File: src/rtl/lib_switch_onehot_fifo_pkg.sv
// Shared router types and switch constants used by the crossbar and its output FIFOs.
package lib_switch_onehot_fifo_pkg;
  localparam int SWITCH_FIFO_DEPTH_DEFAULT = 4;

  typedef struct packed {
    logic [3:0]  src;
    logic [11:0] payload;
  } packet_t;
endpackage

File: src/rtl/lib_fifo_packet_t.sv
// D-deep packet_t FIFO with occupancy count; storage is cleared on reset so the head reads 0.
module lib_fifo_packet_t
  import lib_switch_onehot_fifo_pkg::*;
#(
  parameter int D = SWITCH_FIFO_DEPTH_DEFAULT,
  localparam int CW = $clog2(D + 1)
) (
  input  logic          clk,
  input  logic          reset_n,
  input  logic          push_i,
  input  packet_t       data_i,
  input  logic          pop_i,
  output packet_t       data_o,
  output logic [CW-1:0] count_o,
  output logic          empty_o,
  output logic          full_o
);
  localparam int AW = $clog2(D);

  packet_t       mem_q [D];
  logic [AW-1:0] wr_ptr_q, rd_ptr_q;
  logic [CW-1:0] count_q, count_d;
  logic          do_push, do_pop;

  assign empty_o = (count_q == '0);
  assign full_o  = (count_q == CW'(D));
  assign do_push = push_i & ~full_o;
  assign do_pop  = pop_i & ~empty_o;
  assign count_d = count_q + CW'(do_push) - CW'(do_pop);
  assign data_o  = mem_q[rd_ptr_q];
  assign count_o = count_q;

  always_ff @(posedge clk or negedge reset_n) begin
    if (!reset_n) begin
      for (int i = 0; i < D; i++) mem_q[i] <= '0;
      wr_ptr_q <= '0;
      rd_ptr_q <= '0;
      count_q  <= '0;
    end else begin
      if (do_push) begin
        mem_q[wr_ptr_q] <= data_i;
        wr_ptr_q        <= wr_ptr_q + AW'(1);
      end
      if (do_pop) rd_ptr_q <= rd_ptr_q + AW'(1);
      count_q <= count_d;
    end
  end
endmodule

File: src/rtl/lib_switch_onehot_fifo.sv
// NxM one-hot-select crossbar with per-output FIFOs; multicast pushes are all-or-nothing.
module lib_switch_onehot_fifo
  import lib_switch_onehot_fifo_pkg::*;
#(
  parameter int N = 4,
  parameter int M = 4,
  parameter int D = SWITCH_FIFO_DEPTH_DEFAULT,
  localparam int CW = $clog2(D + 1)
) (
  input  logic                    clk,
  input  logic                    reset_n,
  input  logic [0:M-1][0:N-1]     i_sel,
  input  packet_t [0:N-1]         i_data,
  input  logic [0:N-1]            i_data_val,
  output logic [0:N-1]            o_data_ack,
  output packet_t [0:M-1]         o_data,
  output logic [0:M-1]            o_data_val,
  input  logic [0:M-1]            i_data_ack,
  output logic [0:M-1]            o_sel_err,
  output logic [0:M-1][CW-1:0]    o_count
);
  logic [0:M-1]    legal, multi, push, full, empty;
  logic [0:M-1]    sel_err_q, sel_err_d;
  logic [0:N-1]    sel_any, sel_blk;
  packet_t [0:M-1] push_data;

  always_comb begin
    for (int m = 0; m < M; m++) begin
      legal[m] = $onehot(i_sel[m]);
      multi[m] = (|i_sel[m]) & ~legal[m];
    end
  end

  // Ready looks only at registered full flags, so a same-cycle pop never unblocks a push.
  always_comb begin
    for (int j = 0; j < N; j++) begin
      sel_any[j] = 1'b0;
      sel_blk[j] = 1'b0;
      for (int m = 0; m < M; m++) begin
        if (legal[m] && i_sel[m][j]) begin
          sel_any[j] = 1'b1;
          sel_blk[j] = sel_blk[j] | full[m];
        end
      end
      o_data_ack[j] = reset_n & i_data_val[j] & sel_any[j] & ~sel_blk[j];
    end
  end

  always_comb begin
    for (int m = 0; m < M; m++) begin
      push[m]      = 1'b0;
      push_data[m] = '0;
      for (int j = 0; j < N; j++) begin
        if (legal[m] && i_sel[m][j]) begin
          push[m]      = o_data_ack[j];
          push_data[m] = i_data[j];
        end
      end
    end
  end

  assign sel_err_d = multi;
  assign o_sel_err = sel_err_q;

  always_ff @(posedge clk or negedge reset_n) begin
    if (!reset_n) sel_err_q <= '0;
    else          sel_err_q <= sel_err_d;
  end

  for (genvar m = 0; m < M; m++) begin : g_out
    lib_fifo_packet_t #(.D(D)) u_fifo (
      .clk     (clk),
      .reset_n (reset_n),
      .push_i  (push[m]),
      .data_i  (push_data[m]),
      .pop_i   (i_data_ack[m]),
      .data_o  (o_data[m]),
      .count_o (o_count[m]),
      .empty_o (empty[m]),
      .full_o  (full[m])
    );
    assign o_data_val[m] = ~empty[m];
  end
endmodule

File: config.mk
export PLATFORM = sky130hd
export DESIGN_NAME = lib_switch_onehot_fifo
export DESIGN_NICKNAME = d
export VERILOG_FILES = /design/src/rtl/lib_switch_onehot_fifo_pkg.sv /design/src/rtl/lib_fifo_packet_t.sv /design/src/rtl/lib_switch_onehot_fifo.sv
export SDC_FILE = /design/constraint.sdc
export NUM_CORES = 1
export LEC_CHECK = 0
export ABC_AREA = 1
export CAP_MARGIN = 5
export CORE_MARGIN = 2
export CORE_UTILIZATION = 41
export DETAILED_ROUTE_END_ITERATION = 12
export GPL_TIMING_DRIVEN = 0
export PLACE_DENSITY = 0.61
export SLEW_MARGIN = 20
export SYNTH_ARGS = -nofsm -noshare
export SYNTH_HDL_FRONTEND = slang
export SYNTH_HIERARCHICAL = 1
export SYNTH_SLANG_ARGS = --single-unit
File: constraint.sdc
create_clock -name clk -period 3.9 [get_ports clk]
set_input_delay 0.78 -clock clk [delete_from_list [all_inputs] [get_ports clk]]
set_output_delay 0.78 -clock clk [all_outputs]
set_load 0.02 [all_outputs]
## Word level (Yosys, flattened, before mapping)

Cells that the tools add are included.

| word-level totals | value |
|---|---|
| flip-flop bits (word level) | 288 |
| input port bits | 90 |
| word-level logic and storage cells | 269 |

| cells by class | value |
|---|---|
| add/subtract/negate cells | 28 |
| order comparisons | 12 |
| equality and inequality tests | 8 |
| mux-type cells | 88 |
| bitwise operators | 60 |
| reductions and logical operators | 28 |

Operators with widths:

| operator | count |
|---|---|
| $mux 16 | 28 |
| $bwmux 64 | 4 |
| $bmux 16 s2 | 4 |
| $demux 16 s2 | 4 |
| $mux 1 | 48 |
| $and 1x1->1 | 24 |
| $ge 3x3->1 const B | 8 |
| $not 2->3 | 8 |
| $logic_and 1x1->1 | 20 |
| $add 1x1->2 | 8 |
| $add 2x1->2 const B | 8 |
| $not 1->1 | 16 |
| $reduce_or 4->1 | 4 |
| $add 2x2->3 | 4 |
| $add 3x1->3 | 4 |
| $eq 3x1->1 const B | 4 |
| $eq 3x3->1 const B | 4 |
| $logic_not 3->1 | 4 |
| $lt 3x1->1 const B | 4 |
| $or 1x1->1 | 12 |
| $sub 3x1->3 | 4 |

## Logic depth before layout (Yosys ltp)

Gate-level depths: netlist of run 1.

| logic depth | value |
|---|---|
| depth after elaboration | 20 |
| depth in mapped cells | 24 |
| depth with buffers taken out | 22 |

## Cells and area by module

Netlist of run 1, hierarchy kept.

Modules (own cells, without submodules):

| module | instances | cells each | area an instance (um^2) | seq. area each (um^2) |
|---|---|---|---|---|
| lib_fifo_packet_t (g_out[0].u_fifo ...) | 3 | 443 | 3579.7 | 1776.7 |
| lib_fifo_packet_t (g_out[3].u_fifo) | 1 | 442 | 3575.9 | 1776.7 |
| lib_switch_onehot_fifo | 1 | 550 | 3034.2 | 100.1 |

## Worst setup path after synthesis of run 1

No wires, ideal clock.

| timing path | value |
|---|---|
| path kind | input -> register |
| from | input i_sel[8] (netlist name) |
| to | register g_out[1].u_fifo.count_q[2] |
| library setup time | 0.122 ns |
| arrival time | 4.132 ns |
| data required time | 3.778 ns |
| setup slack | -0.353 ns |
| stages on the path | 22 |
| path buffers | 3 |
| path through | inv_1 -> fa_1 -> inv_1 -> ha_1 -> ha_1 -> nor2_4 -> nand3_4 -> nor2_8 -> buf_6 -> nand3_1 -> nand3_1 -> nand2_1 -> nand2_1 -> buf_4 -> buf_4 -> nand2_1 -> ha_1 -> inv_1 -> ha_1 -> inv_1 -> fa_1 -> xor2_1 |

| on the way | value |
|---|---|
| cells in the longest elaborated chain, start to end | 18 |
| elaborated cells between the ends (all ways) | 58 |
| classes of those cells | 4 x add/sub; 1 x eq/ne; 28 x mux; 21 x bitwise; 4 x reduce/logical |

Ends and longest elaborated chain:

| element | RTL line | RTL |
|---|---|---|
| from (decl) | lib_switch_onehot_fifo.sv:12 | `input logic [0:M-1][0:N-1] i_sel,` |
| $add 1x1->2 (not written as such) | lib_switch_onehot_fifo.sv:29 | `legal[m] = $onehot(i_sel[m]);` |
| $add 2x2->3 (not written as such) | lib_switch_onehot_fifo.sv:29 |  |
| $eq 3x1->1 | lib_switch_onehot_fifo.sv:29 |  |
| $logic_and 1x1->1 | lib_switch_onehot_fifo.sv:40, lib_switch_onehot_fifo.sv:54 |  |
| $mux 1 | lib_switch_onehot_fifo.sv:40 | `if (legal[m] && i_sel[m][j]) begin` |
| $or 1x1->1 | lib_switch_onehot_fifo.sv:42 | `sel_blk[j] = sel_blk[j] \| full[m];` |
| $mux 1 | lib_switch_onehot_fifo.sv:40 |  |
| $or 1x1->1 | lib_switch_onehot_fifo.sv:42 |  |
| [2 not listed] | n/a |  |
| $and 1x1->1 | lib_switch_onehot_fifo.sv:45 | `o_data_ack[j] = reset_n & i_data_val[j] & sel_any[j] & ~sel_blk[j];` |
| $mux 1 (3 in series) | lib_switch_onehot_fifo.sv:54 | `if (legal[m] && i_sel[m][j]) begin` |
| $mux 1 * | lib_switch_onehot_fifo.sv:54 |  |
| named net push (one bit) | lib_switch_onehot_fifo.sv:22 | `logic [0:M-1] legal, multi, push, full, empty;` |
| $and 1x1->1 * | lib_fifo_packet_t.sv:27 | `assign do_push = push_i & ~full_o;` |
| $add 3x1->3 * | lib_fifo_packet_t.sv:29 | `assign count_d = count_q + CW'(do_push) - CW'(do_pop);` |
| $sub 3x1->3 * | lib_fifo_packet_t.sv:29 |  |
| named net g_out[1].u_fifo.count_d[2] | lib_fifo_packet_t.sv:22 | `logic [CW-1:0] count_q, count_d;` |
| to (signal assigned) | lib_fifo_packet_t.sv:45 | `count_q <= count_d;` |
| to (decl) | lib_fifo_packet_t.sv:22 |  |

Mark *: on every way through the listed nets, which the timed path passes. The rest lies on a longest branch.
A chain may end at the register's enable or synchronous reset.

## Final worst setup path of run 1

| timing path | value |
|---|---|
| from | input i_sel[0] (netlist name) |
| to | register g_out[0].u_fifo.count_q[1] |

| on the way | value |
|---|---|
| cells in the longest elaborated chain, start to end | 14 |
| elaborated cells between the ends (all ways) | 34 |
| classes of those cells | 4 x add/sub; 1 x eq/ne; 12 x mux; 13 x bitwise; 4 x reduce/logical |

Ends and longest elaborated chain:

| element | RTL line |
|---|---|
| $add 1x1->2 (not written as such) | lib_switch_onehot_fifo.sv:29 |
| $add 2x2->3 (not written as such) | lib_switch_onehot_fifo.sv:29 |
| $eq 3x1->1 | lib_switch_onehot_fifo.sv:29 |
| $logic_and 1x1->1 | lib_switch_onehot_fifo.sv:40 |
| $mux 1 | lib_switch_onehot_fifo.sv:40 |
| $and 1x1->1 or $not 1->1 (tied branches) | lib_switch_onehot_fifo.sv:45 |
| $and 1x1->1 | lib_switch_onehot_fifo.sv:45 |
| $mux 1 (3 in series) | lib_switch_onehot_fifo.sv:54 |
| $mux 1 * | lib_switch_onehot_fifo.sv:54 |
| named net push (one bit) | lib_switch_onehot_fifo.sv:22 |
| $and 1x1->1 * | lib_fifo_packet_t.sv:27 |
| $add 3x1->3 * | lib_fifo_packet_t.sv:29 |
| $sub 3x1->3 * | lib_fifo_packet_t.sv:29 |
| named net g_out[0].u_fifo.count_d[1] | lib_fifo_packet_t.sv:22 |
| to (signal assigned) | lib_fifo_packet_t.sv:45 |
| to (decl) | lib_fifo_packet_t.sv:22 |

Marks and branches as above.

==> impl_metrics.toml, run 1 <==
[run]
cap_violations = 0

[clocking]
cts_htree_levels = 2
cts_hold_buf = 0
clkSlewWorstSetupHoldPaths_ns = 0.05
numCtsBuffers = 36
cts_tree = "yes"
clkLatencyLatePin_ns = 0.54
cts_root_buffer = "clkbuf_16"
cts_sinks = 288
clockBufferDepth = 3

[logic_synthesis]
ys_ff_latch = 288
synth_area_leaders = "dfrtp_1 42%, nand2_1 16%, nand4_1 9.4%, o21ai_0 5.7%, nor2_1 4.4%"
yosys.area.top_type = "dfrtp_1"
synthCells = 2321
syn_area_um2 = 17300
yosys.area.top_type_share = 0.415
mappedNetlistNets = 2455
synth.distinct_cells = 34
synth_warnings = 6
syn_avg_cell_area_um2 = 7.47
ys_seq_area_frac = 0.415

[floorplan]
die_w_um = 210
initial_core_util = 0.415
fp-row-count = 75
die_area_um2 = 44000
core_area_um2 = 41900
die_h_um = 210
boundaryPins = 178

[global_routing]
grt_pass1_vias = 16900
grt_antenna_before_repair = 10
use_met2 = 0.448
grt_overflow = 0
grt_pass1_wl_mm = 95.2
grtUsageMet1 = 0.364
grt_max_degree = 93
grt.total_usage = 0.275
top_usage_layer = "met2"
globalRouteMet3Util = 0.0364

[sta]
hold_violations = 0
worst_slew_pin_slew_ns = 1.04
setup_viol = 0
post-route-period-util = 0.978
max_slew_margin = 0.299
fmax_mhz = 262
fin_ws_ns = 0.0866
clock_skew_ns = 0.0193
drv_slew = 0
period_needed_ns = 3.81

[route]
wl_mm = 60.8
ant_nets = 0
drt_pass1_iterations = 6
route.detailed.drc = 0
vias = 17500
wl_per_cell_um = 19.4
vias_per_cell = 5.57
drtIter0Drc = 1559

[final_layout]
finish.utilization = 0.517
layout.nets = 2700
fin_cells = 3137
multi_input_comb_area_um2 = 9090
area_growth_pct = 24.8
final_common_cell = "nand2_1"
layout.area.seq_um2 = 7210
layout_common_cells = "727 x nand2_1, 288 x dfrtp_1, 261 x nand4_1, 199 x o21ai_0, 198 x nor2_1"
drive_above_1_share = 0.134
fillers = 4109

[placement]
hpwlAfterDp_mm = 46.3
placedCellCount = 3040
preCtsSetupSlack_ns = -1.21
portBuffers = 177
gp_congestion = 0.917

[critical_path]
cp-start-kind = "input pin"
critPathKind = "input pin to flop"
crit_required_ns = 4.33
crit_start = "i_sel[0]"
r2r-start = "g_out[3].u_fifo/count_o[0]"
worstPathMaxFanout = 11
cp-end-kind = "flop"
crit_arrival_ns = 4.25

[run_status]
status = "finished, final reports clean"

[power]
power.leakage_uw = 0.0106
ir_worst_vdd_v = 0.000484
power_density_nw_per_um2 = 745
p_total_uw = 16100

[min_path]
hold_path_class = "input pin to async pin"
[state kept, by name (all words and copies together) (netlist names)]
name and cells:
g_out.u_fifo/mem_q 256, g_out.u_fifo/count_o 12, g_out.u_fifo/rd_ptr_q 8, g_out.u_fifo/wr_ptr_q 8
o_sel_err 4
[area by class of cell]
class                   instances  share of cell area
inverters                     114              0.0206
clock buffers                  55              0.0487
clock inverters                 5             0.00144
flip-flops and latches        288               0.333
repair buffers                211              0.0962
diodes                         10             0.00116
multi-input cells            1738               0.420
well taps                     539              0.0311
plain buffers                 177              0.0481
[worst max-delay path, cell delays in order]
cell and delay, ns:
clkdlybuf4s15_1 0.22, inv_2 0.06, fa_1 0.53, inv_1 0.05, ha_1 0.20, ha_4 0.25
inv_1 0.05, nand4_1 0.15, nand2_1 0.10, nor2_1 0.07, nor2_2 0.22, nand3_1 0.11
nand3_1 0.11, nand2_1 0.06, nand2_2 0.12, buf_8 0.16, nand2_4 0.07, ha_4 0.21
inv_2 0.06, ha_4 0.12, inv_2 0.03, fa_2 0.51, inv_1 0.04
[metrics by stage]
stage / TNS [ns] / hold slack (ns) / instance area, um2
after floorplan: -0.291 / 0.437 / 17600
after global placement: -5938.58 / 0.447 / 20100
after detailed placement: -154.86 / 0.453 / 20200
after CTS: 0 / 0.159 / 21500
after global routing: -0.0377 / 0.182 / 21700
final: 0 / 0.158 / 21700
[report_power, final]
group	internal [uW]	total (uW)	leakage (uW)	switching (uW)
clock network	1850	3140	0.000530	1280
registers	4060	4690	0.00384	632
logic	3040	8300	0.00626	5260
total	8950	16100	0.0106	7180
[final timing paths]
check                           slack, ns  depth (start not counted)                    endpoint
worst min register to register       0.46                          2   g_out[2].u_fifo/mem_q[35]
worst min-delay path                 0.16                          1  g_out[2].u_fifo/count_o[1]
max in group asynchronous            2.56                          3   g_out[3].u_fifo/mem_q[54]
min in group clk                     0.46                          2   g_out[2].u_fifo/mem_q[35]
worst max-delay path                 0.09                         23  g_out[0].u_fifo/count_o[1]
worst max register to register       0.57                         20  g_out[0].u_fifo/count_o[1]
[cell families (layout without fill, tap and decap cells)]
| logic type | Yosys count | in the layout | synth area share |
|---|---|---|---|
| flip-flops | 288 | 288 | 0.415 |
| XOR/XNOR | 4 | 4 | 0.00202 |
| AO/OA/AOI/OAI | 332 | 332 | 0.106 |
| other | 0 | 10 | 0 |
| buffers and inverters | 295 | 562 | 0.0838 |
| adder cells (fa/ha/maj) | 44 | 44 | 0.0352 |
| AND/OR/NAND/NOR | 1358 | 1358 | 0.358 |
[layer usage]
metal	up-vias	routed length (um)
met1	8392	26300
li1	8342	-
met3	148	3360
met2	605	28500
met5	-	0
met4	0	2690
[repair_timing]
action,4_1_cts,5_1_grt
setup buffers,18,13
hold endpoints to repair,0,0
setup endpoints to repair,119,12
cloned,0,0
pin swaps,17,18
gates resized for setup,78,45
[cell usage after synthesis (all sizes together)]
master  count
xor2        3
o211ai     64
nand2     746
nor4        2
nor3        2
o21bai      2
a21oi       5
nand4     261
nor2      219
xnor2       1
nand3     127
dfrtp     288
fa          8
ha         36
buf       132
clkbuf     49
and2        1
o21ai     261
inv       114
Note: power is estimated with default switching activity, not from simulation.
==> run 2: changes to the inputs <==
CORE_UTILIZATION = 50   (was 41)
PLACE_DENSITY = 0.72   (was 0.61)
==> run 2 against run 1 <==
Via count grew 3.1%. Worst hold slack worse by 0.020 ns. Clock power hardly changed. Die area down 18%. Combinational power hardly changed. Register-to-register slack improved by 0.05 ns. Sequential share of layout area up 0.14 points. Routed wire length down 3.0%. Power hardly changed. Highest routed layer is now met5. Core utilization grew 11 points. Clock skew down 0.0044 ns. Critical path type is now input pin to output port.
==> impl_metrics.toml, run 2 (synthesis gave the netlist of run 1 again) <==
[sta]
period_needed_ns = 3.81
hold_violations = 0
drv_slew = 0
fmax_mhz = 262
whs_ns = 0.138
clock_skew_ns = 0.0149
max_slew_margin = 0.235
setup_viol = 0
worst_slew_pin_slew_ns = 1.14
post-route-period-util = 0.978
rsz0062_at_grt = "true"

[final_layout]
max_flop_register = "g_out.u_fifo/mem_q"
layout_common_cells = "728 x nand2_1, 288 x dfrtp_1, 261 x nand4_1, 198 x nor2_1, 197 x o21ai_0"
drive_above_1_share = 0.141
finish.utilization = 0.627
area_growth_pct = 24.3
largest_reg_flops = 256
fin_cells = 3059
layout.nets = 2709
stdcell_area_um2 = 21600
final_common_cell = "nand2_1"

[floorplan]
boundaryPins = 178
die_area_um2 = 36200
die_w_um = 190
die_h_um = 190
initial_core_util = 0.505
fp-row-count = 68
core_area_um2 = 34400

[route]
route.detailed.drc = 0
wl_mm = 59.0
vias = 18000
drtIter0Drc = 2058
wl_per_cell_um = 19.3
ant_nets = 0
drt_pass1_iterations = 6
vias_per_cell = 5.90

[clocking]
clockBufferDepth = 3
cts_hold_buf = 0
numCtsBuffers = 34
cts_htree_levels = 2
clkSlewWorstSetupHoldPaths_ns = 0.06
clkLatencyLatePin_ns = 0.53
cts_sinks = 288
cts_root_buffer = "clkbuf_16"
cts_tree = "yes"

[global_routing]
grt_overflow = 0
globalRouteMet3Util = 0.0622
grtUsageMet1 = 0.461
grt.total_usage = 0.324
grt_max_degree = 97
grt_pass1_wl_mm = 92.7
use_met2 = 0.498
top_usage_layer = "met2"
grt_pass1_vias = 16900
grt_antenna_before_repair = 14

[placement]
gp_congestion = 0.937
placedCellCount = 2956
portBuffers = 177
place_area_um2 = 20100
hpwlAfterDp_mm = 43.5

[critical_path]
crit_required_ns = 3.12
cp-end-kind = "output port"
cp-start-kind = "input pin"
worstPathMaxFanout = 4
crit_arrival_ns = 3.03
critPathKind = "input pin to output port"

[min_path]
hold_path_class = "input pin to async pin"

[power]
power.leakage_uw = 0.0107
p_total_uw = 16100
ir_worst_vdd_v = 0.000498
power_density_nw_per_um2 = 748

[run]
cap_violations = 0

[run_status]
status = "finished, final reports clean"
[run 2: changes by cell type in the layout (fill, tap and decap cells not counted), sizes merged]
cell / change
clkbuf: -7
buf: +11
bufinv: +2
clkdlybuf4s50: +1
clkinv: +5
dlymetal6s2s: -1
diode: -1
clkdlybuf4s15: -4
[run 2: metal layers]
| layer | part of all wire | vias to the layer above |
|---|---|---|
| met1 | 0.43 | 8702 |
| met3 | 0.089 | 132 |
| met2 | 0.45 | 839 |
| met4 | 0.029 | 12 |
| li1 | - | 8348 |
| met5 | 0.0013 | - |
[run 2: cell type report]
cell class              instances  area [um2]
repair buffers                222        2120
inverters                     114         449
fillers                      3116       12800
flip-flops and latches        288        7210
plain buffers                 177        1030
diodes                          9        22.5
multi-input cells            1738        9080
clock buffers                  44         940
clock inverters                12         139
well taps                     455         569
[run 2: per-stage QoR]
step                      setup slack [ns]   TNS, ns
after CTS                          -0.0346   -0.0346
after global routing               -0.0444    -0.248
after floorplan                    -0.0607    -0.291
after detailed placement             -1.21   -145.72
after global placement              -10.86  -5805.37
final                               0.0876         0
[run 2: worst max-delay path, cell delays in order]
cell	delay (ns)
clkdlybuf4s50_1	0.68
ha_2	0.27
ha_4	0.20
nor2_4	0.15
buf_4	0.15
nand3_4	0.10
inv_2	0.10
nor3_2	0.05
a21oi_2	0.15
buf_4	0.12
and2_4	0.14
buf_4	0.13
[run 2: what timing repair did]
item                                    in CTS  in global routing
endpoints found under the setup margin     100                203
buffers inserted                            32                 10
pin swaps                                   21                 17
gates resized for setup                     75                 45
[run 2: where the power goes]
| part | switching, uW | total (uW) | internal, uW |
|---|---|---|---|
| logic | 5240 | 8310 | 3070 |
| clock network | 1290 | 3120 | 1840 |
| registers | 641 | 4700 | 4060 |
| total | 7170 | 16100 | 8960 |
[run 2: worst paths after layout]
kind                       slack [ns]                        from                    endpoint  cells after the start
max in group asynchronous        2.57                     reset_n  g_out[0].u_fifo/count_o[2]                      3
max                              0.09                    i_sel[6]               o_data_ack[3]                     12
min in group clk                 0.46    g_out[3].u_fifo/mem_q[9]    g_out[3].u_fifo/mem_q[9]                      2
min reg2reg                      0.46    g_out[3].u_fifo/mem_q[9]    g_out[3].u_fifo/mem_q[9]                      2
min                              0.14                     reset_n   g_out[1].u_fifo/mem_q[22]                      1
max reg2reg                      0.62  g_out[0].u_fifo/count_o[1]  g_out[2].u_fifo/count_o[1]                     20
==> run 3: changes to the inputs <==
CELL_PAD_IN_SITES_DETAIL_PLACEMENT = 1   (was unset)
CELL_PAD_IN_SITES_GLOBAL_PLACEMENT = 2   (was unset)
CORE_UTILIZATION = 34   (was 50)
PLACE_DENSITY = 0.82   (was 0.72)
==> run 3 against run 2 <==
Power grew 2.5%. Largest cell class unchanged. Critical endpoint unchanged. Final cell count grew 7.0%. Clock power increased by 5%. Die area rose by 46%. Core utilization shrank 19 points.
==> impl_metrics.toml, run 3 (synthesis gave the netlist of run 1 again) <==
[sta]
rsz0062_at_grt = "true"
worst_slew_pin_slew_ns = 1.16
period_needed_ns = 3.82
setup_tns_ns = 0
hold_violations = 0
post-route-period-util = 0.980
setup_viol = 0
max_slew_margin = 0.218
drv_slew = 0
clock_skew_ns = 0.0140
fmax_mhz = 262

[route]
wl_mm = 69.2
drt_pass1_iterations = 7
wl_per_cell_um = 21.2
drtIter0Drc = 1220
vias_per_cell = 5.45
ant_nets = 0
route.detailed.drc = 0
vias = 17800

[power]
power_density_nw_per_um2 = 755
ir_worst_vdd_v = 0.000269
power.leakage_uw = 0.0107

[final_layout]
fin_cells = 3272
layout.area.seq_um2 = 7210
multi_input_comb_area_um2 = 9130
layout_common_cells = "729 x nand2_1, 288 x dfrtp_1, 261 x nand4_1, 195 x o21ai_0, 195 x nor2_1"
final_common_cell = "nand2_1"
max_flop_register = "g_out.u_fifo/mem_q"
drive_above_1_share = 0.140
largest_reg_flops = 256
fillers = 6173
layout.nets = 2707
area_growth_pct = 26.2

[run_status]
status = "finished, final reports clean"

[clocking]
numCtsBuffers = 37
clkLatencyLatePin_ns = 0.56
cts_hold_buf = 0
clkSlewWorstSetupHoldPaths_ns = 0.05
cts_sinks = 288
cts_tree = "yes"
cts_root_buffer = "clkbuf_16"
cts_htree_levels = 2
clockBufferDepth = 3

[global_routing]
grt_max_degree = 81
grt_pass1_wl_mm = 109
grt_antenna_before_repair = 10
grt_overflow = 0
grt.total_usage = 0.263
grt_pass1_vias = 18700

[floorplan]
core_area_um2 = 50300
die_w_um = 230
fp-row-count = 82
die_h_um = 230
boundaryPins = 178
die_area_um2 = 52800
initial_core_util = 0.345

[critical_path]
cp-start-kind = "input pin"
crit_arrival_ns = 3.04
cp-end-kind = "output port"
crit_required_ns = 3.12
worstPathMaxFanout = 5
critPathKind = "input pin to output port"

[placement]
portBuffers = 177
gp_congestion = 0.898
placedCellCount = 3173
hpwlAfterDp_mm = 52.1

[min_path]
hold_path_class = "input pin to async pin"

[run]
cap_violations = 0
==> run 3: cell count changes in the layout (fill, tap and decap cells not counted), sizes merged <==
cell / previous run / this run
diode: 9 / 4
clkinv: 8 / 3
clkdlybuf4s50: 159 / 158
inv: 114 / 115
clkinvlp: 2 / 3
clkbuf: 98 / 109
buf: 184 / 180
dlymetal6s2s: 1 / 2
bufinv: 2 / 0
clkdlybuf4s15: 1 / 0
==> run 3: worst max-delay path, cell delays in order <==
cell and delay, ns:
buf_6 0.09, inv_2 0.05, fa_1 0.55, inv_2 0.05, ha_4 0.15, ha_4 0.24, nor2_4 0.20, nand2_2 0.11
nor2_4 0.16, buf_6 0.13, nand2_1 0.05, nand3_2 0.09, nor2_4 0.06, and2_4 0.17, buf_4 0.15
==> run 3: final timing paths <==
path	slack (ns)	start	depth (start not counted)	endpoint
max in group asynchronous	2.48	reset_n	3	g_out[0].u_fifo/rd_ptr_q[0]
min in group clk	0.46	g_out[1].u_fifo/mem_q[38]	2	g_out[1].u_fifo/mem_q[38]
hold reg to reg	0.46	g_out[1].u_fifo/mem_q[38]	2	g_out[1].u_fifo/mem_q[38]
setup reg to reg	0.48	g_out[0].u_fifo/count_o[1]	20	g_out[0].u_fifo/count_o[1]
hold / removal	0.21	reset_n	1	g_out[1].u_fifo/count_o[2]
setup / recovery	0.08	i_sel[15]	15	o_data_ack[3]
==> run 3: cell type report <==
type,count,share of cell area
diodes,4,0.000457
plain buffers,177,0.0475
clock buffers,55,0.0490
clock inverters,7,0.00234
inverters,114,0.0204
multi-input cells,1738,0.417
flip-flops and latches,288,0.329
well taps,672,0.0384
repair buffers,217,0.0960
==> run 3: metrics by stage <==
step | cell area (um2) | total power, uW | hold slack (ns) | worst slack, ns | util
2_1_floorplan | 17600 | 9650 | 0.437 | -0.0607 | -
3_3_place_gp | 20200 | 12900 | 0.448 | -11.59 | 0.403
3_5_place_dp | 20300 | 13100 | 0.453 | -1.27 | 0.404
4_1_cts | 21700 | 16600 | 0.240 | 0.000614 | 0.433
5_1_grt | 21900 | 17700 | 0.259 | -0.0336 | 0.436
6_report | 21900 | 16500 | 0.210 | 0.0794 | 0.436
==> run 3: where the power goes <==
group	total (uW)	switching [uW]	internal, uW
Combinational	8530	5460	3070
Sequential	4710	654	4060
Clock	3280	1380	1900
==> run 3: repair_timing <==
item / 4_1_cts / 5_1_grt
gates resized for setup: 91 / 43
setup buffers: 28 / 9
pin swaps: 22 / 17
endpoints found under the setup margin: 198 / 73
==> run 3: layer usage <==
| layer | share of wire | track usage |
|---|---|---|
| met1 | 0.47 | 0.363 |
| met2 | 0.46 | 0.426 |
| met3 | 0.047 | 0.0454 |
| met4 | 0.022 | 0.0704 |
| met5 | 0.0010 | 0 |
==> patch (config.mk and constraints of run 2) <==
Reset style: synchronous (`reset_n`), changed in 2 clocked blocks.
--- a/src/rtl/lib_fifo_packet_t.sv
+++ b/src/rtl/lib_fifo_packet_t.sv
@@ -30,7 +30,7 @@
   assign data_o  = mem_q[rd_ptr_q];
   assign count_o = count_q;
 
-  always_ff @(posedge clk or negedge reset_n) begin
+  always_ff @(posedge clk) begin
     if (!reset_n) begin
       for (int i = 0; i < D; i++) mem_q[i] <= '0;
       wr_ptr_q <= '0;
--- a/src/rtl/lib_switch_onehot_fifo.sv
+++ b/src/rtl/lib_switch_onehot_fifo.sv
@@ -62,7 +62,7 @@
   assign sel_err_d = multi;
   assign o_sel_err = sel_err_q;
 
-  always_ff @(posedge clk or negedge reset_n) begin
+  always_ff @(posedge clk) begin
     if (!reset_n) sel_err_q <= '0;
     else          sel_err_q <= sel_err_d;
   end
Check against the original RTL: differs if reset_n is asserted again (counterexample within 4 cycles, from zero or initial values and one cycle with reset_n low); with reset_n held inactive, the same outputs for 4 cycles.
==> patch against run 2 <==
Sequential share of layout area rose by 7.8 points; cell count fell by 16%; critical path depth rose by 2; cell area fell by 4.5%; total power fell by 32%; first-iteration DRC count fell by 17%; worst hold slack improved by 0.36 ns; setup slack got worse by 0.056 ns; sequential cell count rose by 8; wire length fell by 16%; register-to-register slack improved by 0.15 ns; area after synthesis fell by 6.4%; critical path type unchanged.
==> patch: results (changes against run 2) <==
----------------------------------------------------
[Status]
  Status ... completed (unchanged)

[STA]
  Worst Hold Slack ... 0.501 ns (was 0.138 ns)
  Final critical delay including setup and external delays ... 3.87 ns (was 3.81 ns)
  Max_slew headroom ... 0.383 (was 0.235)
  Worst clock skew ... 0.0151 ns (was 0.0149 ns)

[Synthesis]
  Synth top cells by count ... nor2_1 (313), edfxtp_1 (256), nand2_1 (217) (was nand2_1 (739), dfrtp_1 (288), nand4_1 (261))
  Fraction of the mapped netlist area in adder cells ... 0.0253 (was 0.0352)
  Fraction of the mapped netlist area in compound gates ... 0.130 (was 0.106)
  Leading cell types by total area after synthesis ... edfxtp_1 (47%), nor2_1 (7.2%), o21ai_0 (6.3%), nand2_1 (5.0%), inv_1 (5.0%) (was dfrtp_1 (42%), nand2_1 (16%), nand4_1 (9.4%), o21ai_0 (5.7%), nor2_1 (4.4%))
  Distinct cell type count after synthesis ... 35 (was 34)
  Share of flip-flops with an asynchronous set or reset after synthesis ... 0 (was 1.00)
  Fraction of the yosys area taken by sequential cells ... 0.522 (was 0.415)
  Number of enable flip-flop cells after synthesis ... 256 (was 0)
  Commonest register cell after synthesis ... edfxtp_1 (was dfrtp_1)

[Critical path]
  Reg-to-reg startpoint ... g_out[0].u_fifo/count_o[1] (unchanged)
  Largest stage delay on the critical path ... 0.53 ns (was 0.68 ns)
  FF-to-FF path depth ... 17 (was 20)
  End of the worst register-to-register path ... g_out[0].u_fifo/count_o[1] (was g_out[2].u_fifo/count_o[1])
  Critical path origin ... i_sel[4] (was i_sel[6])
  Data arrival time of the worst path ... 3.09 ns (was 3.03 ns)
  Reg-to-reg setup timing slack ... 0.77 ns (was 0.62 ns)
  Cell with the biggest individual delay on the critical path ... fa_1 (was clkdlybuf4s50_1)

[Global routing]
  Pin count of the biggest net entering global routing ... 19 (was 97)
  Total track usage ... 0.289 (was 0.324)
  First-pass GRT wire length ... 74800 um (was 92700 um)
  Initial antenna violation count ... 11 (was 14)
  Number of global-route vias before repair ... 13600 (was 16900)

[Layout]
  Fraction of final layout cells with drive strength greater than 1 ... 0.171 (was 0.141)
  Number of nets in the layout ... 2209 (was 2709)
  Number of filler instances in the final layout ... 2647 (was 3116)

[Place]
  Placed wire-length estimate ... 36400 um (was 43500 um)
  Placer congestion estimate ... 0.950 (was 0.937)
  Minimum setup slack after placement ... -1.25 ns (was -1.21 ns)

[Routing]
  Aggregate routed wire length ... 49700 um (was 59000 um)
  Iteration count of the initial detailed-routing pass ... 8 (was 6)

[Power and ir drop]
  Leakage ... 7.63 nW (was 10.7 nW)
  Worst-case vdd ir drop ... 563 uV (was 498 uV)

[CTS]
  Maximum level of the CTS H-tree ... 1 (was 2)
  Buffers inserted by post-CTS timing repair ... 12 (was 32)

----------------------------------------------------
==> patch: changes by cell type in the layout (fill, tap and decap cells not counted), sizes merged, moves of 16 or more <==
cell / change
inv: +146
a21oi: +16
nand4: -247
nand3: -16
edfxtp: +256
dfxtp: +40
dfrtp: -288
o21ai: -44
nor2: +147
o22ai: +64
buf: -88
nand2: -523
nor3: +62
ha: -16
==> patch: cell type report <==
| type | count | area share |
|---|---|---|
| Antenna cell | 8 | 0.000972 |
| Buffer | 92 | 0.0242 |
| Clock buffer | 38 | 0.0404 |
| Clock inverter | 17 | 0.00614 |
| Inverter | 267 | 0.0492 |
| Multi-Input combinational cell | 1180 | 0.334 |
| Sequential cell | 296 | 0.412 |
| Tap cell | 442 | 0.0269 |
| Timing Repair Buffer | 224 | 0.106 |
==> patch: logic make-up after synthesis <==
kind of cell	after synthesis
AND/OR/NAND/NOR	781
AO/OA/AOI/OAI	371
buffers and inverters	359
flip-flops	296
adder cells (fa/ha/maj)	28
==> patch: metal layers <==
metal	track usage	wire length (um)
met1	0.403	20500
met2	0.454	22700
met3	0.0526	4770
met4	0.0995	1660
met5	0	73
==> patch: through the flow <==
step           instance area, um^2  power [mW]  std cells  utilization
6_report                     20600        11.0       2564        0.638
5_1_grt                      20600        11.6       2559        0.637
4_1_cts                      20100        10.8       2530        0.623
3_5_place_dp                 18900        7.99       2463        0.585
3_3_place_gp                 18700        7.89       2454        0.580
2_1_floorplan                16400        6.37       1835            -
==> patch: report_power, final <==
| part | total [mW] | leakage (nW) | switching (mW) | internal, mW |
|---|---|---|---|---|
| clock network | 2.78 | 0.470 | 1.16 | 1.62 |
| registers | 3.94 | 2.98 | 0.194 | 3.75 |
| logic | 4.28 | 4.19 | 2.68 | 1.60 |
